**src/rtl/i2s_pkg.sv**
```systemverilog
// Shared constants for the I2S/TDM clock generator: fsync modes, FSM encoding
// and the minimum legal values the shadow configuration is clamped to.
package i2s_pkg;

    localparam logic MODE_LR  = 1'b0;
    localparam logic MODE_TDM = 1'b1;

    localparam logic [1:0] ST_IDLE = 2'd0;
    localparam logic [1:0] ST_RUN  = 2'd1;
    localparam logic [1:0] ST_STOP = 2'd2;

    localparam int unsigned DIV_MIN   = 2;
    localparam int unsigned BITS_MIN  = 2;
    localparam int unsigned SLOTS_MIN = 1;

    function automatic int unsigned clamp_u(input int unsigned v,
                                            input int unsigned lo,
                                            input int unsigned hi);
        if (v < lo) return lo;
        if (v > hi) return hi;
        return v;
    endfunction

endpackage

```
**src/rtl/i2s_bclk_div.sv**
```systemverilog
// Bit-clock divider: bclk is low for ceil(div/2) clk cycles then high for floor(div/2).
// period_end marks the last clk of a bclk period so the caller can step its counters in lockstep.
module i2s_bclk_div #(
    parameter int DIV_W = 7
) (
    input  logic             clk,
    input  logic             rst,
    input  logic             run,
    input  logic [DIV_W-1:0] div,
    output logic             bclk,
    output logic             bclk_rise,
    output logic             bclk_fall,
    output logic             period_end
);

    logic [DIV_W-1:0] cnt_q;
    logic [DIV_W-1:0] cnt_d;
    logic [DIV_W:0]   high_from;
    logic             bclk_q;
    logic             bclk_d;
    logic             rise_q;
    logic             fall_q;

    assign high_from  = ({1'b0, div} + (DIV_W+1)'(1)) >> 1;
    assign period_end = run && (cnt_q == div - DIV_W'(1));

    always_comb begin
        cnt_d = '0;
        if (run && !period_end) begin
            cnt_d = cnt_q + DIV_W'(1);
        end
    end

    // div is never below 2 while running, so a zero count always lands in the low phase.
    assign bclk_d = run && ({1'b0, cnt_d} >= high_from);

    always_ff @(posedge clk or posedge rst) begin
        if (rst) begin
            cnt_q  <= '0;
            bclk_q <= 1'b0;
            rise_q <= 1'b0;
            fall_q <= 1'b0;
        end else begin
            cnt_q  <= cnt_d;
            bclk_q <= bclk_d;
            rise_q <= bclk_d & ~bclk_q;
            fall_q <= ~bclk_d & bclk_q;
        end
    end

    assign bclk      = bclk_q;
    assign bclk_rise = rise_q;
    assign bclk_fall = fall_q;

endmodule

```
**src/rtl/i2s_clk_gen.sv**
```systemverilog
// I2S/TDM serial-clock generator: bclk, fsync and bit/slot indices derived from clk.
// Configuration is captured only at frame boundaries, so runtime changes never produce runt pulses.
module i2s_clk_gen
    import i2s_pkg::*;
#(
    parameter int MAX_DIV       = 64,
    parameter int MAX_SLOT_BITS = 32,
    parameter int MAX_SLOTS     = 8,
    localparam int DIV_W  = $clog2(MAX_DIV + 1),
    localparam int BIT_W  = $clog2(MAX_SLOT_BITS + 1),
    localparam int SLOT_W = $clog2(MAX_SLOTS + 1)
) (
    input  logic              clk,
    input  logic              rst,
    input  logic              enable,
    input  logic              mode,
    input  logic [DIV_W-1:0]  bclk_div,
    input  logic [BIT_W-1:0]  slot_bits,
    input  logic [SLOT_W-1:0] slots,
    output logic              bclk,
    output logic              fsync,
    output logic              bclk_rise,
    output logic              bclk_fall,
    output logic              frame_start,
    output logic [BIT_W-1:0]  bit_idx,
    output logic [SLOT_W-1:0] slot_idx,
    output logic              busy
);

    logic [1:0]        state_q, state_d;
    logic [DIV_W-1:0]  div_q, div_d;
    logic [BIT_W-1:0]  bits_q, bits_d;
    logic [SLOT_W-1:0] slots_q, slots_d;
    logic              mode_q, mode_d;
    logic [BIT_W-1:0]  bit_q, bit_d;
    logic [SLOT_W-1:0] slot_q, slot_d;
    logic              fsync_q, fsync_d;
    logic              fstart_q, fstart_d;
    logic              busy_q, busy_d;
    logic [SLOT_W:0]   half_slots;

    logic run;
    logic period_end;
    logic last_bit;
    logic last_slot;
    logic frame_end;
    logic start;
    logic latch_cfg;

    assign run       = (state_q != ST_IDLE);
    assign last_bit  = (bit_q == bits_q - BIT_W'(1));
    assign last_slot = (slot_q == slots_q - SLOT_W'(1));
    assign frame_end = period_end && last_bit && last_slot;
    assign start     = (state_q == ST_IDLE) && enable;
    assign latch_cfg = start || (frame_end && enable);

    i2s_bclk_div #(
        .DIV_W (DIV_W)
    ) u_bclk_div (
        .clk        (clk),
        .rst        (rst),
        .run        (run),
        .div        (div_q),
        .bclk       (bclk),
        .bclk_rise  (bclk_rise),
        .bclk_fall  (bclk_fall),
        .period_end (period_end)
    );

    always_comb begin
        state_d = state_q;
        case (state_q)
            ST_IDLE: if (enable) state_d = ST_RUN;
            ST_RUN: begin
                if (frame_end)   state_d = enable ? ST_RUN : ST_IDLE;
                else if (!enable) state_d = ST_STOP;
            end
            ST_STOP: if (frame_end) state_d = enable ? ST_RUN : ST_IDLE;
            default: state_d = ST_IDLE;
        endcase
    end

    always_comb begin
        div_d   = div_q;
        bits_d  = bits_q;
        slots_d = slots_q;
        mode_d  = mode_q;
        if (latch_cfg) begin
            div_d   = DIV_W'(clamp_u(32'(bclk_div), DIV_MIN, MAX_DIV));
            bits_d  = BIT_W'(clamp_u(32'(slot_bits), BITS_MIN, MAX_SLOT_BITS));
            slots_d = SLOT_W'(clamp_u(32'(slots), SLOTS_MIN, MAX_SLOTS));
            mode_d  = mode;
        end
    end

    // Indices step together with the falling bclk edge the divider is about to emit.
    always_comb begin
        bit_d  = bit_q;
        slot_d = slot_q;
        if (start) begin
            bit_d  = '0;
            slot_d = '0;
        end else if (period_end) begin
            if (last_bit) begin
                bit_d  = '0;
                slot_d = last_slot ? '0 : slot_q + SLOT_W'(1);
            end else begin
                bit_d = bit_q + BIT_W'(1);
            end
        end
    end

    always_comb begin
        half_slots = ({1'b0, slots_d} + (SLOT_W+1)'(1)) >> 1;
        fsync_d    = 1'b0;
        if (state_d != ST_IDLE) begin
            if (mode_d == MODE_TDM) begin
                fsync_d = (slot_d == '0) && (bit_d == '0);
            end else begin
                fsync_d = ({1'b0, slot_d} >= half_slots);
            end
        end
    end

    // busy spans the closing bclk_fall cycle of a stopping frame and drops one clk later.
    assign busy_d   = (state_d != ST_IDLE) || (state_q != ST_IDLE);
    assign fstart_d = latch_cfg;

    always_ff @(posedge clk or posedge rst) begin
        if (rst) begin
            state_q  <= ST_IDLE;
            div_q    <= '0;
            bits_q   <= '0;
            slots_q  <= '0;
            mode_q   <= 1'b0;
            bit_q    <= '0;
            slot_q   <= '0;
            fsync_q  <= 1'b0;
            fstart_q <= 1'b0;
            busy_q   <= 1'b0;
        end else begin
            state_q  <= state_d;
            div_q    <= div_d;
            bits_q   <= bits_d;
            slots_q  <= slots_d;
            mode_q   <= mode_d;
            bit_q    <= bit_d;
            slot_q   <= slot_d;
            fsync_q  <= fsync_d;
            fstart_q <= fstart_d;
            busy_q   <= busy_d;
        end
    end

    assign fsync       = fsync_q;
    assign frame_start = fstart_q;
    assign bit_idx     = bit_q;
    assign slot_idx    = slot_q;
    assign busy        = busy_q;

endmodule

```
**config.mk**
```make
export PLATFORM = sky130hd
export DESIGN_NAME = i2s_clk_gen
export DESIGN_NICKNAME = d
export VERILOG_FILES = /design/src/rtl/i2s_pkg.sv /design/src/rtl/i2s_bclk_div.sv /design/src/rtl/i2s_clk_gen.sv
export SDC_FILE = /design/constraint.sdc
export NUM_CORES = 1
export LEC_CHECK = 0
export ABC_AREA = 1
export BUFFER_PORTS_ARGS = -buffer_cell sky130_fd_sc_hd__buf_2
export CORE_MARGIN = 10
export CORE_UTILIZATION = 45
export CTS_CLUSTER_DIAMETER = 100
export CTS_CLUSTER_SIZE = 28
export DETAILED_ROUTE_END_ITERATION = 6
export PLACE_DENSITY = 0.71
export SLEW_MARGIN = 20
export SYNTH_ARGS = -nofsm -noshare
export SYNTH_HDL_FRONTEND = slang
export SYNTH_SLANG_ARGS = --single-unit
```
**constraint.sdc**
```tcl
create_clock -name clk -period 3.4 [get_ports clk]
set_input_delay 0.85 -clock clk [delete_from_list [all_inputs] [get_ports clk]]
set_output_delay 0.85 -clock clk [all_outputs]
set_load 0.03 [all_outputs]
```
==> results.md, run 1 <==
* Layout area overhead at 17.4%
* TritonCTS clock tree: built
* FF/Latch Area at around 1100 um2
* FP Rows at 30
* Clk pin slew, worst setup/hold paths at about 0.1 ns
* Area fraction of the dominant cell type after synthesis at between 30% and 40%
* I/O pins at 37
* H-tree Lvls at 2
* Final Core Density at a little over half
* Synthesized area per cell at around 7 um2
* Final setup vio count at 0
* CP endpoint kind: flop
* Dpl hpwl at 5820 um
* Synth warn at 0
* Worst-path maximum fanout at 4
* Antenna-violating nets left at 0
* Gate Count Post-Synth at 458
* Die height at just over 100 um
* Final Wtd Congestion at approximately 0.9
* Port bufs at 36
* Router iterations before antenna repair at 4
* Post-synth top area cell: dfrtp_1
* Root Buffer: clkbuf_8
* Post-cts hold buffer count at 0
* Vias in the first global route at approximately 2800
* Worst slew margin at between 60% and 70%
* PwrDens at slightly below 900 nW/um2
* N_diodes at 0
* Layout net count at 550
* Synthesized cell area at 3170 um2
* Min-delay worst type: flop to flop
* First-pass GRT wire length at between 10000 and 15000 um
* # DRC at 0
* Share of cells above drive strength 1 at roughly a fifth
* Flop and latch count out of synthesis at 43
* Tmin final at between 3 and 4 ns
* Critical path data required time at about 3.6 ns
* Status: completed
* Area of the core at roughly 6800 um2
* Worst slew pin tran at between 0.5 and 0.6 ns
* Max VDD drop at roughly 0.29 mV
* GRT Util Overall at between 10% and 20%
* Largest net degree at the start of global routing at 44
* Total CTS buffers at 5
* Hold WS at between 0.4 and 0.5 ns
* Syn Nets at roughly 500
* WS Path Type: flop to flop
* Static Leak at 2.08 nW
* Die width at a little over 100 um
* Multi-input gate area at between 1500 and 2000 um2
* Total power at ~3.3 mW
* Netlist cell types at 32
* Crit share post-route at around 93%
* Startpoint Class: flop
* Sequential-to-total area share from yosys stat at roughly a third
* Final WL at 7390 um
* Worst-Skew Late Latency at ~0.3 ns
* Final-report max-slew violation count at 0
* Gr ovfl total at 0
* Synth top area cells: dfrtp_1 (34%), nand2_1 (15%), inv_1 (9.1%)
* Clk sinks at 43
* Layout Skew at just over 0.01 ns
* Fill count at ~670
* Die ar. at approximately 11000 um2
* Vias at roughly 2900
* Arrival time worst endpoint at roughly 3.4 ns
* Wire length per cell at 12.2 um
* Clock Path Buffers at 2
* Max Clk Rate at about 320 MHz
* DRT iter0 DRCs at around 150
* Max-cap violations at 0
* Starting Density at a little under half
* Fin. Hold Viols at 0
* Avg Vias per Cell at roughly 4.8
* Antenna violations before repair at 0
-- path summary, 6_finish.rpt --
check	from	end	slack, ns	cells past startpoint
setup / recovery	div_q[0]	fsync	0.24	22
hold / removal	u_bclk_div.bclk	u_bclk_div.bclk_rise	0.47	1
setup reg to reg	div_q[0]	fsync	0.24	22
hold reg to reg	u_bclk_div.bclk	u_bclk_div.bclk_rise	0.47	1
max in group asynchronous	rst	state_q[1]	2.34	3
min in group asynchronous	rst	u_bclk_div.bclk_fall	0.67	3
-- logic make-up (layout without fill, tap and decap cells) --
group	count (synthesis)	in the layout	share of synthesized area [%]
AOI/OAI and AO/OA	34	34	5.81
buffers and inverters	85	138	10.6
adders and majority gates	19	19	7.51
and+or+nand+nor	255	255	36.0
xor gates and xnor gates	22	22	6.09
DFF	43	43	34.0
-- cells in the mapped netlist --
cell type and n:
nand2_1 125, inv_1 77, nand3_1 53, nor2_1 46
dfrtp_1 43, o21ai_0 21, ha_1 19, xor2_1 16
a21oi_1 8, nor2_2 8, nand2_2 7, xnor2_1 6
nor3_1 4, nand3_2 3, clkinv_2 2, inv_2 2
nand4_1 2, nand4_2 2, a21boi_0 1, a31oi_1 1
buf_1 1, buf_2 1, buf_4 1, buf_6 1
nand2_4 1, nand3b_1 1, nor2_4 1, nor3_4 1
nor4_1 1, o21ai_2 1, o21bai_1 1, o311ai_0 1
-- critical path: stages, from the launching register on --
cell and delay (ns):
dfrtp_1 0.42, inv_2 0.07, ha_4 0.25, nand2_1 0.06
inv_1 0.04, nor2_2 0.09, nand2_1 0.06, nor2_2 0.09
nand3_2 0.12, nor3_4 0.17, nand4_2 0.14, nand3_1 0.11
nand2_1 0.15, ha_4 0.22, xnor2_2 0.13, ha_1 0.30
a21boi_0 0.12, o21ai_1 0.14, nand2_1 0.08, a21oi_2 0.13
nand2_1 0.06, nand2_1 0.06, nor2_1 0.04
-- state kept, by name, indices dropped and copies added, names as in the netlist --
name / cells
frame_start: 1
u_bclk_div.bclk_rise: 1
slot_idx: 4
u_bclk_div.bclk_fall: 1
mode_q: 1
div_q: 7
busy: 1
u_bclk_div.bclk: 1
fsync: 1
bit_idx: 6
state_q: 2
bits_q: 6
u_bclk_div.cnt_q: 7
slots_q: 4
-- cell usage in the layout, fill, tap and decap left out, drive strengths merged --
cell type | Yosys | routed
inv | 79 | 81
clkinvlp | 0 | 2
xor2 | 16 | 16
nor4 | 1 | 1
a21boi | 1 | 1
o21bai | 1 | 1
nor2 | 55 | 55
nand3 | 56 | 56
nand2 | 133 | 133
dfrtp | 43 | 43
buf | 4 | 49
nand3b | 1 | 1
ha | 19 | 19
clkbuf | 0 | 5
clkinv | 2 | 1
nor3 | 5 | 5
nand4 | 4 | 4
o311ai | 1 | 1
xnor2 | 6 | 6
a31oi | 1 | 1
o21ai | 22 | 22
a21oi | 8 | 8
-- routing by layer --
metal,wire length [um],share of wire (%),vias up,global-route usage (%)
met5,0,0,-,0
li1,-,-,1538,-
met4,101,1.4,0,3.58
met2,3450,47,57,22.3
met3,285,3.9,10,2.79
met1,3540,48,1300,17.3
-- final cells by class --
cell class | instances | area share (%)
Clock inverter | 3 | 0.640
Tap cell | 96 | 3.23
Multi-Input combinational cell | 330 | 49.5
Clock buffer | 5 | 1.85
Inverter | 81 | 8.29
Timing Repair Buffer | 49 | 7.48
Sequential cell | 43 | 29.0
-- repair_timing --
action | in CTS | in global routing
pin swaps | 0 | 17
setup buffers | 0 | 7
endpoints found under the setup margin | 1 | 4
gates resized for setup | 3 | 20
-- stage by stage --
step / cell area, um2 / TNS (ns) / setup slack [ns] / instances
3_3_place_gp: 3480 / 0 / 0.145 / 592
4_1_cts: 3580 / 0 / 0.00931 / 600
2_1_floorplan: 3170 / 0 / 0.211 / 458
6_report: 3710 / 0 / 0.239 / 607
5_1_grt: 3710 / -0.0382 / -0.0262 / 607
3_5_place_dp: 3480 / -0.0261 / -0.0261 / 592
-- power breakdown --
group | internal, mW | switching, mW
registers | 0.689 | 0.193
logic | 0.748 | 1.29
clock network | 0.147 | 0.197
total | 1.58 | 1.68
Power figures use the tool's default switching activity.
==> run 2: changes to the inputs <==
ABC_AREA = 0   (was 1)
PLACE_DENSITY = 0.72   (was 0.71)
==> results.md, run 2 <==
* Status: finished, violations left
* Failing checks: setup timing
* Min-delay src: u_bclk_div.bclk
* Top flop regs: div_q x7, u_bclk_div.cnt_q x7
* Fill count at 569 (-15%)
* Vias at 2647 (-8.9%)
* Clk sinks at 43 (unchanged)
* Die ar. at 10000 um2 (-7.0%)
* Slowest cell on crit path: or4_4
* Min-delay worst type: flop to flop
* Largest net degree at the start of global routing at 24 (-45%)
* Area of the core at 6310 um2 (-7.6%)
* Worst-Skew Late Latency at 0.31 ns (about the same)
* Dpl ws at -0.629 ns (-0.603 ns)
* XOR/XNOR Fraction of Synth Area at 10.6% (+4.5 points)
* CP endpoint kind: flop
* Netlist cell types at 52 (+63%)
* Gate Count Post-Synth at 314 (-31%)
* RSZ-0062 raised after global routing: yes
* Critical-path cell list: or3_4, o31a_1, or4_4, a211oi_4, a41oi_4, mux2i_2, ha_1, ha_1, nand2b_4, a21o_1, a21o_1, a21oi_2, or2_1, a221oi_2
* Worst slew margin at 44.2% (-19 points)
* Fin. Hold Viols at 0 (unchanged)
* Number of synthesized flops with an enable pin at 0 (unchanged)
* Dpl hpwl at 5830 um (+0.14%)
* Worst-path maximum fanout at 5 (+1)
* Clk pin slew, worst setup/hold paths at 0.09 ns (about the same)
* Max Clk Rate at 255 MHz (-19%)
* WS Path Type: flop to flop
* Met2 WL at 3780 um (+9.5%)
* Final-report max-slew violation count at 0 (unchanged)
* Sw Pwr at 1.21 mW (-28%)
* Post-synth top area cell: dfrtp_1
* Flop and latch count out of synthesis at 43 (unchanged)
* TritonCTS clock tree: built
* Worst slew pin tran at 0.832 ns (+0.273 ns)
* Layout Skew at 0.00239 ns (-0.00781 ns)
* Syn Nets at 354 (-29%)
* Avg Vias per Cell at 5.56 (+16%)
* Highest cell delay on the worst timing path at 0.45 ns (+0.03 ns)
* Gr ovfl total at 0 (unchanged)
* Clock power frac at 11.6% (+1.1 points)
* Synth cell count leaders: dfrtp_1 (43), o21ai_0 (23), xnor2_1 (22), nand2_1 (21), ha_1 (19)
* Combinational power share at 61.8% (-0.6 points)
* P_int at 1.75 mW (+11%)
* Arrival time worst endpoint at 4.13 ns (+0.77 ns)
* First-pass GRT wire length at 12700 um (+1.8%)
* Crit share post-route at 115% (+22 points)
* Final WS setup at -0.518 ns (-0.757 ns)
* Layout net count at 438 (-20%)
* N_diodes at 0 (unchanged)
* Total power at 2.97 mW (-9.0%)
* Synth warn at 0 (unchanged)
* Post-synth ARST share at 100% (unchanged)
* Origin of the critical flop-to-flop path: div_q[2]
* Multi-input gate area at 1830 um2 (-0.48%)
* Critical Path Start: div_q[2]
* Primary FF master, synth: dfrtp_1
* GRT Util Overall at 15.3% (+1.9 points)
* Share of cells above drive strength 1 at 30.8% (+11 points)
* Max-cap violations at 0 (unchanged)
* Die width at 100 um (-3.6%)
* Main combinational cell family by area after synthesis: simple AND/OR/NAND/NOR gates
* Die height at 100 um (-3.6%)
* Router iterations before antenna repair at 4 (unchanged)
* Antenna-violating nets left at 0 (unchanged)
* Hold Path Depth at 1 (unchanged)
* Critical path data required time at 3.61 ns (about the same)
* PwrDens at 796 nW/um2 (-9.3%)
* Static Leak at 1.81 nW (-13%)
* Area fraction of the dominant cell type after synthesis at 37.2% (+3.2 points)
* Adder-Cell Fraction of Synth Area at 8.22% (+0.71 points)
* Commonest non-fill, non-tap cell in the layout: buf_4
* Wire length per cell at 15.8 um (+29%)
* Met3 WL at 339 um (+19%)
* Layout area overhead at 28.8%
* Setup TNS at -1.52 ns (-1.52 ns)
* Most frequent cells in the layout: buf_4 (52), dfrtp_1 (43), buf_2 (36)
* # DRC at 0 (unchanged)
* Port bufs at 36 (unchanged)
* Vias in the first global route at 2715 (-3.4%)
* Starting Density at 45.8% (-0.52 points)
* Total CTS buffers at 5 (unchanged)
* DP Area at 3520 um2 (+1.0%)
* Final setup vio count at 4 (+4)
* Switching share of power at 40.9% (-11 points)
* DRT iter0 DRCs at 119 (-21%)
* R2R Path End: fsync
* Simple-Gate Fraction of Synth Area at 22.6% (-13 points)
* Tmin final at 3.92 ns (+0.757 ns)
* Clock Path Buffers at 2 (unchanged)
* Synth top area cells: dfrtp_1 (37%), ha_1 (8.2%), xnor2_1 (6.7%)
* Final WL at 7500 um (+1.5%)
* Mux cell area share after synthesis at 2.29% (+2.3 points)
* Synthesized cell area at 2890 um2 (-8.6%)
* Antenna violations before repair at 0 (unchanged)
* CP Capture Point: fsync
* Final Wtd Congestion at 0.865 (-3.6%)
* Startpoint Class: flop
* Max VDD drop at 0.406 mV (+38%)
* Root Buffer: clkbuf_8
* Sequential-to-total area share from yosys stat at 37.2% (+3.2 points)
* R2R cell count at 14 (-36%)
* Synthesized area per cell at 9.21 um2 (+33%)
* FP Rows at 29 (-3.3%)
* Top layer used by detailed routing: met4
* H-tree Lvls at 2 (unchanged)
* M1 WL at 3240 um (-8.5%)
* I/O pins at 37 (unchanged)
* Top-count cell post-synth: dfrtp_1
* Reg-to-reg slack, setup at -0.52 ns (-0.76 ns)
* Seq pwr share at 26.7% (-0.3 points)
* FF/Latch Area at 1080 um2 (unchanged)
* Final instance area at 3730 um2 (+0.34%)
* Complex-gate fraction of the synthesized area at 16.0% (+10 points)
* Post-cts hold buffer count at 0 (unchanged)
## run 2: how the worst min path moves through the flow
stage / to / slack (ns)
CTS: u_bclk_div.bclk_rise / 0.47
finish: u_bclk_div.bclk_rise / 0.46
global placement: u_bclk_div.bclk_rise / 0.45
global route: u_bclk_div.bclk_rise / 0.49
floorplan: bits_q[4] / 0.49
detailed placement: u_bclk_div.bclk_rise / 0.45
## run 2: cell type report
type / instances / area share, %
multi-input cells: 247 / 49.1
flip-flops and latches: 43 / 28.9
repair buffers: 90 / 15.9
well taps: 77 / 2.58
clock buffers: 5 / 1.85
inverters: 11 / 1.11
clock inverters: 3 / 0.537
## run 2: logic make-up after synthesis
logic type,count (synthesis)
simple gates,117
compound gates,70
flops,43
xor+xnor,35
buf+inv,24
fa+ha+maj,19
mux,6
## run 2: power by group through the flow
stage / Sequential, mW / Clock [mW] / Combinational [mW]
6_report: 0.791 / 0.343 / 1.83
3_5_place_dp: 0.797 / 0 / 1.63
5_1_grt: 0.816 / 0.369 / 2.02
4_1_cts: 0.791 / 0.352 / 1.82
3_3_place_gp: 0.788 / 0 / 1.57
2_1_floorplan: 0.818 / 0 / 1.06
## run 2: through the flow
stage / util [%] / hold slack (ns) / instances
final: 59.0 / 0.462 / 476
after detailed placement: 55.7 / 0.454 / 465
after global routing: 59.0 / 0.489 / 476
after floorplan: - / 0.487 / 314
after global placement: 55.7 / 0.446 / 465
after CTS: 59.0 / 0.466 / 476
## run 2: timing repair
item	4_1_cts	5_1_grt
setup endpoints to repair	4	4
buffers inserted	3	0
pin swaps	10	0
resized for setup	17	1
## run 2: critical path, delay by kind of cell (launching register included)
kind / cells / cell delay, ns
multiplexers: 1 / 0.30
AO/OA/AOI/OAI: 7 / 1.37
adder cells (fa/ha/maj): 2 / 0.57
flip-flops: 1 / 0.41
AND/OR/NAND/NOR: 4 / 1.17
## run 2: per-layer routing
layer | vias to the layer above | track usage, %
met4 | 0 | 5.00
met3 | 17 | 3.30
met1 | 1278 | 18.3
met2 | 63 | 26.7
li1 | 1289 | -
met5 | - | 0
